===== src/rtl/centroid_pkg.sv =====
// Shared types and constants for the centroid smoothing path.
// Coordinates are 1024x768, with one sample record holding both axes.
package centroid_pkg;

    typedef logic [10:0] coord_x_t;
    typedef logic [9:0]  coord_y_t;

    typedef enum logic [1:0] {
        EMPTY,
        FILLING,
        LOCKED,
        LOST
    } smooth_state_t;

    typedef struct packed {
        coord_x_t x;
        coord_y_t y;
    } sample_t;

    localparam int DEADBAND = 2;

endpackage


===== src/rtl/centroid_ring_buffer.sv =====
// Averaging-window storage. One write per cycle; the evicted entry is available combinationally, no backpressure.
// Writes land at wr_ptr; clr_i zeroes every entry and the pointer in a single cycle.
module centroid_ring_buffer
    import centroid_pkg::*;
#(
    parameter int DEPTH_LOG2 = 2
) (
    input  logic    clk_in,
    input  logic    rst_n_in,
    input  logic    wr_en_i,
    input  sample_t wr_dat_i,
    input  logic    clr_i,
    output sample_t evict_dat_o
);

    localparam int DEPTH = 1 << DEPTH_LOG2;

    sample_t               mem_q [DEPTH];
    logic [DEPTH_LOG2-1:0] wr_ptr_q;

    // DEPTH is a power of two, so the pointer wraps DEPTH-1 -> 0 by overflow.
    always_ff @(posedge clk_in or negedge rst_n_in) begin
        if (!rst_n_in) begin
            wr_ptr_q <= '0;
            for (int i = 0; i < DEPTH; i++) mem_q[i] <= '0;
        end else if (clr_i) begin
            wr_ptr_q <= '0;
            for (int i = 0; i < DEPTH; i++) mem_q[i] <= '0;
        end else if (wr_en_i) begin
            mem_q[wr_ptr_q] <= wr_dat_i;
            wr_ptr_q        <= wr_ptr_q + 1'b1;
        end
    end

    assign evict_dat_o = mem_q[wr_ptr_q];

endmodule


===== src/rtl/centroid_smoother.sv =====
// Moving average of the last 2**DEPTH_LOG2 centroids. Fixed 2-cycle latency, no backpressure; target declared lost after TIMEOUT_FRAMES empty frames.
// The optional CENTROID_DEADBAND_EN build holds the outputs while the new value stays within DEADBAND on both axes.
module centroid_smoother
    import centroid_pkg::*;
#(
    parameter int DEPTH_LOG2     = 2,
    parameter int TIMEOUT_FRAMES = 8
) (
    input  logic        clk_in,
    input  logic        rst_n_in,
    input  logic [10:0] x_in,
    input  logic [9:0]  y_in,
    input  logic        valid_in,
    input  logic        frame_done_in,
    output logic [10:0] x_out,
    output logic [9:0]  y_out,
    output logic        valid_out,
    output logic        locked_out,
    output logic        lost_out
);

    localparam int DEPTH = 1 << DEPTH_LOG2;
    localparam int SXW   = 11 + DEPTH_LOG2;
    localparam int SYW   = 10 + DEPTH_LOG2;
    localparam int CW    = DEPTH_LOG2 + 1;

    localparam logic [CW-1:0] DEPTH_C   = CW'(DEPTH);
    localparam logic [7:0]    TIMEOUT_C = 8'(TIMEOUT_FRAMES);

    smooth_state_t  state_q, state_d;
    logic [CW-1:0]  count_q, count_d;
    logic [SXW-1:0] sum_x_q, sum_x_d;
    logic [SYW-1:0] sum_y_q, sum_y_d;
    logic [7:0]     miss_q, miss_d;
    logic           seen_q, seen_d;
    logic           go_lost;

    logic           p1_vld_q;
    coord_x_t       p1_x_q;
    coord_y_t       p1_y_q;

    coord_x_t       x_out_q, x_out_d;
    coord_y_t       y_out_q, y_out_d;
    logic           valid_out_q;

    sample_t        evict;
    coord_x_t       ev_x;
    coord_y_t       ev_y;
    logic           window_full;

    centroid_ring_buffer #(
        .DEPTH_LOG2 (DEPTH_LOG2)
    ) u_ring (
        .clk_in      (clk_in),
        .rst_n_in    (rst_n_in),
        .wr_en_i     (valid_in),
        .wr_dat_i    ('{x: x_in, y: y_in}),
        .clr_i       (go_lost),
        .evict_dat_o (evict)
    );

    // C1: window sums, fill count, miss tracking and FSM.
    always_comb begin
        state_d     = state_q;
        count_d     = count_q;
        sum_x_d     = sum_x_q;
        sum_y_d     = sum_y_q;
        miss_d      = miss_q;
        go_lost     = 1'b0;
        window_full = (count_q == DEPTH_C);
        ev_x        = window_full ? evict.x : '0;
        ev_y        = window_full ? evict.y : '0;

        // A frame that saw any sample, including one coincident with frame_done, is a hit.
        seen_d = frame_done_in ? 1'b0 : (seen_q | valid_in);
        if (valid_in) begin
            miss_d = '0;
        end else if (frame_done_in && !seen_q && miss_q != TIMEOUT_C) begin
            miss_d = miss_q + 8'd1;
        end

        if (valid_in) begin
            sum_x_d = sum_x_q + SXW'(x_in) - SXW'(ev_x);
            sum_y_d = sum_y_q + SYW'(y_in) - SYW'(ev_y);
            if (!window_full) count_d = count_q + 1'b1;
        end

        case (state_q)
            EMPTY, LOST: if (valid_in) state_d = FILLING;
            FILLING:     if (count_d == DEPTH_C) state_d = LOCKED;
            default:     ;
        endcase

        if (state_q != LOST && miss_d == TIMEOUT_C) begin
            go_lost = 1'b1;
            state_d = LOST;
            count_d = '0;
            sum_x_d = '0;
            sum_y_d = '0;
        end
    end

    // C2: average once the window is full, otherwise pass the newest sample through.
    always_comb begin
        coord_x_t new_x;
        coord_y_t new_y;
        new_x   = (count_q == DEPTH_C) ? coord_x_t'(sum_x_q >> DEPTH_LOG2) : p1_x_q;
        new_y   = (count_q == DEPTH_C) ? coord_y_t'(sum_y_q >> DEPTH_LOG2) : p1_y_q;
        x_out_d = x_out_q;
        y_out_d = y_out_q;
        if (p1_vld_q) begin
`ifdef CENTROID_DEADBAND_EN
            if (((new_x > x_out_q) ? (new_x - x_out_q) : (x_out_q - new_x)) <= coord_x_t'(DEADBAND) &&
                ((new_y > y_out_q) ? (new_y - y_out_q) : (y_out_q - new_y)) <= coord_y_t'(DEADBAND)) begin
                x_out_d = x_out_q;
                y_out_d = y_out_q;
            end else begin
                x_out_d = new_x;
                y_out_d = new_y;
            end
`else
            x_out_d = new_x;
            y_out_d = new_y;
`endif
        end
    end

    always_ff @(posedge clk_in or negedge rst_n_in) begin
        if (!rst_n_in) begin
            state_q     <= EMPTY;
            count_q     <= '0;
            sum_x_q     <= '0;
            sum_y_q     <= '0;
            miss_q      <= '0;
            seen_q      <= 1'b0;
            p1_vld_q    <= 1'b0;
            p1_x_q      <= '0;
            p1_y_q      <= '0;
            x_out_q     <= '0;
            y_out_q     <= '0;
            valid_out_q <= 1'b0;
        end else begin
            state_q     <= state_d;
            count_q     <= count_d;
            sum_x_q     <= sum_x_d;
            sum_y_q     <= sum_y_d;
            miss_q      <= miss_d;
            seen_q      <= seen_d;
            p1_vld_q    <= valid_in;
            p1_x_q      <= x_in;
            p1_y_q      <= y_in;
            x_out_q     <= x_out_d;
            y_out_q     <= y_out_d;
            valid_out_q <= p1_vld_q;
        end
    end

    assign x_out      = x_out_q;
    assign y_out      = y_out_q;
    assign valid_out  = valid_out_q;
    assign locked_out = (state_q == LOCKED);
    assign lost_out   = (state_q == LOST);

endmodule

===== config.mk =====
export PLATFORM = sky130hd
export DESIGN_NAME = centroid_smoother
export DESIGN_NICKNAME = d
export VERILOG_FILES = /design/src/rtl/centroid_pkg.sv /design/src/rtl/centroid_ring_buffer.sv /design/src/rtl/centroid_smoother.sv
export SDC_FILE = /design/constraint.sdc
export NUM_CORES = 1
export LEC_CHECK = 0
export CAP_MARGIN = 20
export CORE_MARGIN = 1.5
export CORE_UTILIZATION = 45
export CTS_CLUSTER_SIZE = 12
export DETAILED_ROUTE_END_ITERATION = 10
export DONT_BUFFER_PORTS = 1
export HOLD_SLACK_MARGIN = 0.05
export PLACE_DENSITY = 0.63
export SETUP_SLACK_MARGIN = 0.3
export SKIP_LAST_GASP = 1
export SLEW_MARGIN = 20
export SYNTH_ARGS = -nofsm -noshare
export SYNTH_HDL_FRONTEND = slang
export SYNTH_SLANG_ARGS = --single-unit

===== constraint.sdc =====
create_clock -name clk_in -period 5.36 [get_ports clk_in]
set_clock_uncertainty 0.1 [all_clocks]
set_input_delay 0.536 -clock clk_in [delete_from_list [all_inputs] [get_ports clk_in]]
set_output_delay 0.536 -clock clk_in [all_outputs]
set_load 0.05 [all_outputs]

; Yosys cells after proc, flatten, opt, wreduce, memory -nomap -nowiden
; Cells that the tools add are included.
[word_totals]
register_bits = 169
input_bits = 25
out_inout_bits = 24
word_cells = 82
[op_classes]
addsub = 7
magnitude_cmp = 2
eq_ne = 10
n_mux = 29
bitwise_logic = 2
reduce_logical = 11
[op_table]
columns = op, n
row1 = two-way mux 84 bit, 2
row2 = bitwise mux 84 bit, 1
row3 = two-way mux 21 bit, 3
row4 = binary-select mux 21 bit (select 2 bit), 1
row5 = demux 21 bit (select 2 bit), 1
row6 = two-way mux 13 bit, 2
row7 = two-way mux 12 bit, 2
row8 = two-way mux 11 bit, 2
row9 = two-way mux 10 bit, 2
row10 = two-way mux 8 bit, 2
row11 = adder 13 x 11 -> 13 bit, 1
row12 = subtractor 13 x 11 -> 13 bit, 1
row13 = adder 12 x 10 -> 12 bit, 1
row14 = subtractor 12 x 10 -> 12 bit, 1
row15 = two-way mux 2 bit, 5
row16 = two-way mux 3 bit, 3
row17 = "adder 8 x 1 -> 8 bit, second input constant", 1
row18 = "equality test 8 x 4 -> 1 bit, second input constant", 1
row19 = "inequality test 8 x 4 -> 1 bit, second input constant", 1
row20 = "equality test 3 bit, second input constant", 2
row21 = "inequality test 3 bit, second input constant", 2
row22 = "equality test 2 bit, second input constant", 2
row23 = logical AND 1 bit, 4
row24 = case mux 2 bit (2 select lines), 1
row25 = 15 further kinds, 17

; Logic depth before layout (Yosys ltp)
[logic_depth]
depth_word = 9
mapped_depth = 16

; By module
; A second synthesis with hierarchy kept.
[hier_totals]
hier_cells = 948
area_unflattened_um2 = 9947.0
[by_module_without_submodules]
columns = module, n_inst, cells_per_inst, area_each_um2, seq_area_each_um2
row1 = centroid_smoother, 1, 525, 5211.2, 2077.0
row2 = centroid_ring_buffer, 1, 423, 4735.8, 2152.1

; Least setup slack after synthesis
; Ideal clock, no wire load.
[synth_timing]
kind = register to register
start = reg u_ring.wr_ptr_q[0]
end = reg sum_x_q[12]
setup_time_ps = 135
arrival_time_ps = 3699
required_time_ps = 5125
setup_slack_ps = 1426
stages_incl_launch_ff = 13
path_buffers = 2
synth_period_minus_slack_ps = 3934
cell_sequence = dfrtp_1 > clkbuf_1 > buf_1 > mux4_2 > nor2b_1 > fa_1 > inv_1 > ha_1 > or4_1 > o21ai_0 > o21ai_0 > xnor2_1 > o22ai_1
[synth_via]
elab_chain_len = 8
[synth_rtl]
columns = element, line
row1 = "start, declared", centroid_ring_buffer.sv:19  ; logic [DEPTH_LOG2-1:0] wr_ptr_q;
row2 = "start signal, assigned", centroid_ring_buffer.sv:31  ; wr_ptr_q <= wr_ptr_q + 1'b1;
row3 = inverter 2 -> 3 bit (not written as such), centroid_ring_buffer.sv:35  ; assign evict_dat_o = mem_q[wr_ptr_q];
row4 = binary-select mux 21 bit (select 2 bit), centroid_ring_buffer.sv:35
row5 = two-way mux 21 bit (not written as such) (2 in series), centroid_ring_buffer.sv:35
row6 = two-way mux 11 bit, centroid_smoother.sv:71  ; ev_x = window_full ? evict.x : '0;
row7 = subtractor 13 x 11 -> 13 bit, centroid_smoother.sv:83  ; sum_x_d = sum_x_q + SXW'(x_in) - SXW'(ev_x);
row8 = two-way mux 13 bit, centroid_smoother.sv:82  ; if (valid_in) begin
row9 = two-way mux 13 bit, centroid_smoother.sv:94  ; if (state_q != LOST && miss_d == TIMEOUT_C) begin
row10 = "end signal, assigned", centroid_smoother.sv:145  ; sum_x_q <= sum_x_d;
row11 = "end, declared", centroid_smoother.sv:32  ; logic [SXW-1:0] sum_x_q, sum_x_d;
; No other way between the ends. The select of a mux whose other input is x is not followed.
; A chain may end at the register's enable or synchronous reset.

; Worst setup path in the final report
[layout_timing]
start = reg u_ring.wr_ptr_q[0]
end = reg sum_y_q[10]
[layout_via]
elab_chain_len = 8
[layout_rtl]
columns = element, line
row1 = inverter 2 -> 3 bit (not written as such), centroid_ring_buffer.sv:35
row2 = binary-select mux 21 bit (select 2 bit), centroid_ring_buffer.sv:35
row3 = two-way mux 21 bit (not written as such) (2 in series), centroid_ring_buffer.sv:35
row4 = two-way mux 10 bit, centroid_smoother.sv:72  ; ev_y = window_full ? evict.y : '0;
row5 = subtractor 12 x 10 -> 12 bit, centroid_smoother.sv:84  ; sum_y_d = sum_y_q + SYW'(y_in) - SYW'(ev_y);
row6 = two-way mux 12 bit, centroid_smoother.sv:82
row7 = two-way mux 12 bit, centroid_smoother.sv:94
row8 = "end signal, assigned", centroid_smoother.sv:146  ; sum_y_q <= sum_y_d;
row9 = "end, declared", centroid_smoother.sv:33  ; logic [SYW-1:0] sum_y_q, sum_y_d;
; No other way between the ends. The select of a mux whose other input is x is not followed.

==> impl_metrics.env <==
export IMPL_status="finished, final reports clean"
export IMPL_total_power_mw=6.44
export IMPL_cts_tree="yes"
export IMPL_num_io_pins=49
export IMPL_drt_wirelength_per_cell_microns=17.4
export IMPL_drv_cap=0
export IMPL_power_share_combinational_pct=45.1
export IMPL_finalHoldViolCount=0
export IMPL_routed_wl_mm=21.6
export IMPL_synth_simple_gate_area_share_pct=15.5
export IMPL_tns_ns=0
export IMPL_place_gp_congestion=0.781
export IMPL_numCtsBuffers=17
export IMPL_post_cts_buffers=0
export IMPL_synth_area_leader_cell="dfrtp_1"
export IMPL_clockBufferDepth=2
export IMPL_hold_ws_ns=0.0355
export IMPL_dr_total_vias=6741
export IMPL_synthTopCellsByCount="169 x dfrtp_1, 126 x a21oi_1, 125 x nand2_1"
export IMPL_report_final_slew_viol_count=0
export IMPL_cp_max_fo=14
export IMPL_synth_top_family_by_area="simple AND/OR/NAND/NOR gates"
export IMPL_grtUsageTotal_pct=21.2
export IMPL_fin_crit_sh_pct=78.2
export IMPL_avgViaCountPerCell=5.45
export IMPL_fp_dieW_microns=146
export IMPL_pwr_share_clk_pct=19.9
export IMPL_cp_data_arrival_time_ns=4.37
export IMPL_cp_slowest_cell="dfrtp_1"
export IMPL_dr_pass1_iters=5
export IMPL_drtIter0Drc=568
export IMPL_period_needed_ns=4.19
export IMPL_pwr_share_seq_pct=35.0
export IMPL_synth_cell_types=46
export IMPL_ys_seq_area_share_pct=45.8
export IMPL_synth_cells=965
export IMPL_synth_seq_cells=169
export IMPL_start_util_pct=45.7
export IMPL_cts_htree_levels=4
export IMPL_final_cell_count_no_fill=1237
export IMPL_syn_avg_cell_area_sq_um=9.56
export IMPL_synth_most_common_cell="dfrtp_1"
export IMPL_synth_fa_ha_area_share_pct=9.58
export IMPL_insertion_delay_ns=0.44
export IMPL_rows=52
export IMPL_syn_nets=1048
export IMPL_synthArstFlopShare_pct=100
export IMPL_cellPowerDensity_nw_per_um2=628
export IMPL_die_height_microns=146
export IMPL_grt_start_max_net_pins=170
export IMPL_worstSetupStartpointType="flop"
export IMPL_drive_above_1_share_pct=6.62
export IMPL_io_buffers=0
export IMPL_area_growth_pct=11.2
export IMPL_end_kind="flop"
export IMPL_cts_repair_resized=0
export IMPL_synth_area_leaders="dfrtp_1 46%, a21oi_1 6.8%, mux4_2 5.1%"
export IMPL_antenna_found_initial=0
export IMPL_ys_warn_count=0
export IMPL_cts_sinks=169
export IMPL_p_sw_mw=2.52
export IMPL_n_antenna_cell=0
export IMPL_synth_edf_count=0
export IMPL_drcViolationCount=0
export IMPL_synth_top_area_share_pct=45.8
export IMPL_die_area_sq_um=21400
export IMPL_synthMuxAreaShare_pct=7.64
export IMPL_crit_chain="buf_4 -> mux4_2 -> nor2b_1 -> fa_1 -> inv_1 -> ha_1 -> nor2b_1 -> o31a_1 -> o22ai_1 -> o21ai_0 -> xnor2_1 -> o22ai_1"
export IMPL_cts_reportedPaths_clkPinSlew_ns=0.06
export IMPL_synth_ff_type="dfrtp_1"
export IMPL_leakagePower_nw=4.69
export IMPL_internal_power_mw=3.92
export IMPL_swShare_pct=39.1
export IMPL_rsz0062_at_grt="no"
export IMPL_timing_fmax_mhz=239
export IMPL_grt_pass1_wl_mm=35.8
export IMPL_worstMarginPinSlew_ns=1.10
export IMPL_hold_class="in -> async"
export IMPL_synth_xor_area_share_pct=1.90
export IMPL_path_class="reg -> reg"
export IMPL_core_sq_um=20200
export IMPL_slew_headroom_pct=27.0
export IMPL_synth_compound_area_share_pct=12.7
export IMPL_critPathMaxStageDelay_ns=0.91
export IMPL_syn_cell_area_sq_um=9230
export IMPL_nets=1039
export IMPL_overflow=0
export IMPL_peakVddDrop_mv=0.242
export IMPL_required_ns=5.53
export IMPL_ant_nets=0
export IMPL_grt_pass1_vias=6703
export IMPL_dp_cells=1183
export IMPL_root_buffer="clkbuf_16"
export IMPL_finalSetupViolations=0
export IMPL_dp_hpwl_mm=13.2
[flip-flops by register name, indices dropped and copies added, names as in the netlist]
| name | count |
|---|---|
| count_q | 3 |
| miss_q | 8 |
| p1_vld_q | 1 |
| p1_x_q | 11 |
| p1_y_q | 10 |
| seen_q | 1 |
| state_q | 2 |
| sum_x_q | 13 |
| sum_y_q | 12 |
| u_ring.mem_q | 84 |
| u_ring.wr_ptr_q | 2 |
| valid_out | 1 |
| x_out | 11 |
| y_out | 10 |
[through the flow]
stage,cell area [sq um],utilization [%],worst slack [ns]
final,10300,50.8,1.17
after global routing,10300,50.8,0.879
after CTS,10200,50.8,1.14
after detailed placement,9390,46.5,1.16
after global placement,9380,46.5,1.24
after floorplan,9230,-,1.43
[power by group through the flow]
stage	Clock, mW	Combinational [mW]	Sequential (mW)
2_1_floorplan	0	2.42	2.13
3_3_place_gp	0	2.81	2.27
3_5_place_dp	0	2.87	2.27
4_1_cts	1.30	2.93	2.25
5_1_grt	1.36	3.31	2.31
6_report	1.28	2.90	2.25
[metal layers]
layer  wire length, microns  global-route usage (%)  up-vias
li1                       -                       -     3249
met4                    250                    5.86        0
met5                      0                       0        -
met2                   9660                    31.4      169
met3                   1270                    5.19       26
met1                  10400                    31.0     3297
[layout by cell type (no fill, tap or decap), types with 4 or more instances in the layout]
cell type | synthesis | final
nor2_1 | 44 | 44
nor3_1 | 4 | 4
nand2b_1 | 8 | 8
a211oi_1 | 4 | 4
a211o_1 | 5 | 5
a21o_1 | 7 | 7
o21ai_0 | 13 | 13
nand2_1 | 125 | 124
or3_1 | 4 | 4
xnor2_1 | 16 | 16
o211ai_1 | 4 | 4
fa_1 | 21 | 21
mux4_2 | 21 | 21
xor2_1 | 4 | 4
clkinvlp_4 | 0 | 6
ha_1 | 37 | 37
o21a_1 | 6 | 6
nand3_1 | 90 | 90
nor2b_1 | 23 | 23
o31ai_1 | 15 | 15
o22ai_1 | 12 | 12
dlygate4sd3_1 | 0 | 23
inv_1 | 100 | 100
buf_4 | 5 | 7
clkbuf_16 | 0 | 17
mux2i_1 | 22 | 22
dfrtp_1 | 169 | 169
a21oi_1 | 126 | 126
[final cells by class]
type                    count  area, sq um
flip-flops and latches    169         4230
clock buffers              20          467
fillers                  1846         9910
multi-input cells         636         4370
well taps                 270          338
inverters                 100          375
clock inverters            10          144
repair buffers             32          330
[cells by family after synthesis]
kind of cell               count (synthesis)
and+or+nand+nor                          310
AOI/OAI and AO/OA                        204
DFF                                      169
buffers and inverters                    160
adders and majority gates                 58
muxes                                     44
xor gates and xnor gates                  20
[repair_timing]
item / CTS / global route
endpoints found under the hold margin: 191 / 2
endpoints found under the setup margin: 0 / 0
hold buffers: 23 / 1
[worst paths after layout]
| path | from | end | slack [ns] | cells past startpoint |
|---|---|---|---|---|
| worst max-delay path | u_ring.wr_ptr_q[0] | sum_y_q[10] | 1.17 | 12 |
| worst min-delay path | rst_n_in | y_out[5] | 0.04 | 1 |
| worst max register to register | u_ring.wr_ptr_q[0] | sum_y_q[10] | 1.17 | 12 |
| worst min register to register | u_ring.mem_q[11] | u_ring.mem_q[11] | 0.42 | 2 |
| max in group asynchronous | rst_n_in | sum_x_q[7] | 4.53 | 1 |
| min in group clk_in | frame_done_in | seen_q | 0.07 | 1 |
[critical path: cells and delay by family, from the launching register on]
kind | cells | cell delay, ns
flops | 1 | 0.91
simple gates | 2 | 0.31
fa+ha+maj | 2 | 0.85
compound gates | 4 | 0.75
buf+inv | 2 | 0.42
mux | 1 | 0.52
xor+xnor | 1 | 0.16
Power figures use the tool's default switching activity.
